## config.mk

```make
export PLATFORM = sky130hd
export DESIGN_NAME = rf_write_arbiter
export DESIGN_NICKNAME = d
export VERILOG_FILES = /design/src/rtl/rf_write_arbiter.sv
export SDC_FILE = /design/constraint.sdc
export NUM_CORES = 1
export LEC_CHECK = 0
export ABC_AREA = 1
export CAP_MARGIN = 20
export CELL_PAD_IN_SITES_DETAIL_PLACEMENT = 1
export CELL_PAD_IN_SITES_GLOBAL_PLACEMENT = 2
export CORE_MARGIN = 8
export CORE_UTILIZATION = 27
export CTS_CLUSTER_SIZE = 8
export DETAILED_ROUTE_END_ITERATION = 7
export DONT_BUFFER_PORTS = 1
export GPL_ROUTABILITY_DRIVEN = 0
export PLACE_DENSITY_LB_ADDON = 0.1
export SLEW_MARGIN = 40
export SYNTH_ARGS = -nofsm -noshare
export SYNTH_HDL_FRONTEND = slang
export SYNTH_SLANG_ARGS = --single-unit
```

## constraint.sdc

```tcl
create_clock -name clk -period 1.23 [get_ports clk]
set_input_delay 0.0615 -clock clk [delete_from_list [all_inputs] [get_ports clk]]
set_output_delay 0.0615 -clock clk [all_outputs]
set_load 0.005 [all_outputs]
```

## src/rtl/rf_write_arbiter.sv

```systemverilog
// Two-requester arbiter for the single register-file write port, with one registered
// output stage that doubles as a forwarding bypass. Optional macro: RF_ARB_ZERO_FILTER_EN.
module rf_write_arbiter #(
  parameter int unsigned STARVE_LIMIT = 4
) (
  input  logic        clk,
  input  logic        rst_n,
  input  logic        wb_valid,
  input  logic [4:0]  wb_addr,
  input  logic [31:0] wb_data,
  output logic        wb_ready,
  input  logic        dbg_valid,
  input  logic [4:0]  dbg_addr,
  input  logic [31:0] dbg_data,
  output logic        dbg_ready,
  output logic        rf_wen,
  output logic [4:0]  rf_addr_w,
  output logic [31:0] rf_data_w,
  output logic        byp_valid,
  output logic [4:0]  byp_addr,
  output logic [31:0] byp_data,
  output logic [3:0]  starve_cnt
);

  localparam logic [3:0] LIMIT = 4'(STARVE_LIMIT);

  logic        wen_q, wen_d;
  logic [4:0]  addr_q, addr_d;
  logic [31:0] data_q, data_d;
  logic [3:0]  starve_q, starve_d;

  logic        conflict;
  logic        grant_wb;
  logic        grant_dbg;
  logic        stage;
  logic [4:0]  win_addr;
  logic [31:0] win_data;

  always_comb begin
    // NOTE: every signal written here gets a value on every path, so no latch is inferred.
    conflict  = wb_valid & dbg_valid;
    // Debug wins when alone, or when it has lost STARVE_LIMIT conflicts in a row.
    grant_dbg = dbg_valid & (~wb_valid | (starve_q == LIMIT));
    grant_wb  = wb_valid & ~grant_dbg;
    win_addr  = grant_dbg ? dbg_addr : wb_addr;
    win_data  = grant_dbg ? dbg_data : wb_data;

`ifdef RF_ARB_ZERO_FILTER_EN
    stage = (grant_wb | grant_dbg) && (win_addr != 5'd0);
`else
    stage = grant_wb | grant_dbg;
`endif

    wen_d  = stage;
    addr_d = addr_q;
    data_d = data_q;
    if (stage) begin
      addr_d = win_addr;
      data_d = win_data;
    end

    starve_d = starve_q;
    if (grant_dbg) begin
      starve_d = 4'd0;
    end else if (conflict && (starve_q < LIMIT)) begin
      starve_d = starve_q + 4'd1;
    end
  end

  always_ff @(posedge clk) begin
    // NOTE: non-blocking assignments so every register samples pre-edge values.
    if (!rst_n) begin
      wen_q    <= 1'b0;
      addr_q   <= 5'd0;
      data_q   <= 32'd0;
      starve_q <= 4'd0;
    end else begin
      wen_q    <= wen_d;
      addr_q   <= addr_d;
      data_q   <= data_d;
      starve_q <= starve_d;
    end
  end

  // Readies are forced low for the whole time reset is held.
  assign wb_ready   = rst_n & grant_wb;
  assign dbg_ready  = rst_n & grant_dbg;

  assign rf_wen     = wen_q;
  assign rf_addr_w  = addr_q;
  assign rf_data_w  = data_q;
  assign byp_valid  = wen_q;
  assign byp_addr   = addr_q;
  assign byp_data   = data_q;
  assign starve_cnt = starve_q;

endmodule

```

==> run summary <==
The largest total area in the synthesized netlist belongs to sky130_fd_sc_hd__dfxtp_1. The clock transition at the registers of the reported paths works out to 80 ps. The logs give -37.0 ps for the minimum hold slack and 753 MHz for the maximum clock rate.

The count of final max-slew check failures came out at 0. The number of clock buffers added by TritonCTS is 5. The CTS H-tree depth is 2.

Startpoint of the worst register-to-register path: starve_cnt[1]$_SDFFE_PP0P_. The logs give 4 for the iteration count of the initial detailed-routing pass and -2230 ps for the setup total negative slack. Leaving out fill and tap cells, the most frequent cells in the layout are sky130_fd_sc_hd__nand2_1, sky130_fd_sc_hd__inv_1, sky130_fd_sc_hd__nand3_1, sky130_fd_sc_hd__dfxtp_1, sky130_fd_sc_hd__dlygate4sd3_1.

The clock passes through at most 2 buffers. For the floorplan die area, the log shows 12500 sq um. The share of post-route cells with drive strength above 1 came out at 12.2%. Clock latency on the worst-skew pair, taken at its later pin, is 290 ps. The worst setup slack for register-to-register paths is -90 ps. The worst register-to-register path ends at byp_data[7]$_SDFFE_PN0P_. The worst setup path is launched from a register.

In this run, distinct cell masters in the synthesized netlist total 15. Cells fill 33.4% of the core in the end. The tools report the headroom to the max-slew limit as 83.7%. The synthesized design devotes to its leading area cell type 33.8% of total area.

After detailed routing, the total wire length is 7970 um. The total number of yosys warnings was 0; the starting density of the core was 27.3%. Once layout is done, the placed cells without fillers occupy 3040 sq um. The final global-route overflow total was 0.

Compared with the post-synthesis result, the final layout area differs by 22.2%. The wire-length estimate of the detail-placed layout is 5470 um. Once detail routing completed, the nets flagged for antenna violations numbered 0.

The number of cell rows came out at 35. The tools report the initial antenna violation count as 0. In the routed design, unresolved DRC markers number 0. Number of register bits inferred by synthesis: 42. Ranked by total cell area, the synthesized netlist is headed by sky130_fd_sc_hd__dfxtp_1, sky130_fd_sc_hd__nand2_1, sky130_fd_sc_hd__nand3_1. Prior to clock tree synthesis, the placed netlist has a worst setup slack of -89.4 ps. The die height was 112 um; the number of global-route vias before repair was 2451. The required arrival time at the worst endpoint came out at 1170 ps.

For this design the static power due to leakage is 1.64 nW. Counting every instance in the synthesized netlist gives 387. The most critical setup path has its endpoint at dbg_ready.

The count of buffers from port buffering is 0, and the power density over the cells is 1010 nW/um^2. Layout filler cell count: 1165. The most critical setup path has its startpoint at starve_cnt[1]$_SDFFE_PP0P_.

Buffers inserted to repair hold after CTS numbered 36. VDD sags by at most 0.375 mV. The tools report the cell total after placement as 453. The net total in the final layout is 474, and the width of the die is 112 um. The final-report hold violation count was 29; the number of sinks on the clock net was 42. In this run the cell area of the synthesized design comes to 2490 sq um.

In this run the worst hold path is classified as in2reg. The library cell used most frequently in the layout, excluding fill and tap cells, is sky130_fd_sc_hd__nand2_1. Subtracting the final worst setup slack from the clock period gives 1330 ps.

The flow ran to the end, but the final reports show violations. The run gives 38 as the final count of negative-setup-slack endpoints. The routed layout has 2247 vias.

Max-cap violations in this run came to 0. The placed instances occupy a cell area of 2370 sq um. STA classifies the critical path endpoint as an output port. Summing internal, switching and leakage power gives 3.08 mW.

For the diode insertion count for antenna repair, the log shows 0. Setup repair after global routing could not meet its margin everywhere. For the core footprint, the log shows 9110 sq um. After synthesis, flip-flops and latches occupy 33.8% of the total area. Along the worst path, the maximum fanout reaches 4. At the worst endpoint, the arrival time is 1270 ps.

For this block, the initial DRC count from the detailed router was 103. The type of the setup path with the least slack is reg2out. Dividing the detail-routed wire length by the instance count gives 15.7 um. The checks that failed: hold timing, setup timing. Each instance of the synthesized netlist takes up on average 6.43 sq um. During I/O placement, the number of pins put on the boundary was 160. The all-layer global routing usage is 12.5%, and the per-cell via count in the routed design is 4.44. The worst path uses 108% of the clock period. The transition at the pin with the smallest max-transition slack came out at 244 ps. The tree is rooted in a sky130_fd_sc_hd__clkbuf_8. The first global-routing pass estimated 12700 um of wire. The post-synth net total came out at 467.

Across the routed clock network, the largest skew measured is 4.94 ps. TritonCTS built the clock tree. The maximum number of pins on one net before global-route repair was 44. After the flow finishes, the layout carries non-filler instances totaling 506. The path depth of the worst reg2reg path was 10; the worst path setup slack after routing was -98.6 ps.
cells in the mapped netlist:
master,instances
sky130_fd_sc_hd__a21oi_1,2
sky130_fd_sc_hd__buf_2,8
sky130_fd_sc_hd__buf_4,42
sky130_fd_sc_hd__buf_6,6
sky130_fd_sc_hd__clkbuf_1,3
sky130_fd_sc_hd__dfxtp_1,42
sky130_fd_sc_hd__ha_1,2
sky130_fd_sc_hd__inv_1,80
sky130_fd_sc_hd__nand2_1,115
sky130_fd_sc_hd__nand3_1,76
sky130_fd_sc_hd__nand4_1,2
sky130_fd_sc_hd__nor2_1,6
sky130_fd_sc_hd__nor2_2,1
sky130_fd_sc_hd__nor3_4,1
sky130_fd_sc_hd__xor2_1,1
how the worst min path moves through the flow:
stage	from	endpoint	slack, ps	depth (start not counted)
floorplan	wb_data[17]	byp_data[17]$_SDFFE_PN0P_	250	4
global placement	wb_valid	wb_ready	200	2
detailed placement	wb_valid	wb_ready	200	2
CTS	dbg_valid	starve_cnt[2]$_SDFFE_PP0P_	-60	2
global route	dbg_valid	starve_cnt[1]$_SDFFE_PP0P_	-50	2
finish	dbg_valid	starve_cnt[1]$_SDFFE_PP0P_	-40	2
area by class of cell:
cell class | instances | area, sq um | area share (%)
clock inverter | 1 | 5.00 | 0.165
inverter | 80 | 300 | 9.87
multi-input combinational | 206 | 1010 | 33.4
timing repair buffer | 59 | 653 | 21.5
tap | 111 | 139 | 4.57
clock buffer | 7 | 86.3 | 2.84
sequential | 42 | 843 | 27.7
sequential cells by signal (all words and copies together), names as in the netlist:
name and cells:
byp_addr 5, byp_data 32, byp_valid 1, starve_cnt 4
per-layer routing:
metal  global-route usage [%]  wire [um]
met2                     20.7       3710
met5                        0          0
met1                     14.5       3510
met3                     5.52        713
met4                     2.88         36
cell families after synthesis:
logic type | synth area share [%]
xor gates and xnor gates | 0.352
adders and majority gates | 1.01
AOI/OAI and AO/OA | 0.402
buffers and inverters | 29.5
DFF | 33.8
and+or+nand+nor | 34.9
worst max-delay path, stage by stage, from the launching register on:
cell,delay [ps]
sky130_fd_sc_hd__dfxtp_2,330
sky130_fd_sc_hd__inv_2,60
sky130_fd_sc_hd__ha_4,130
sky130_fd_sc_hd__nand3_4,60
sky130_fd_sc_hd__nand2_4,90
sky130_fd_sc_hd__nand2_4,60
sky130_fd_sc_hd__buf_12,130
sky130_fd_sc_hd__nor2_2,110
power by group:
part / internal [mW] / switching, mW
Combinational: 0.272 / 0.263
Clock: 0.454 / 0.489
Sequential: 1.47 / 0.131
what timing repair did:
| item | CTS | global route |
|---|---|---|
| gates resized for setup | 15 | 12 |
| endpoints found under the setup margin | 43 | 43 |
| endpoints found under the hold margin | 41 | 15 |
| gates cloned | 1 | 1 |
| setup buffers | 4 | 4 |
| pin swaps | 4 | 10 |
Note: power is estimated with default switching activity, not from simulation.
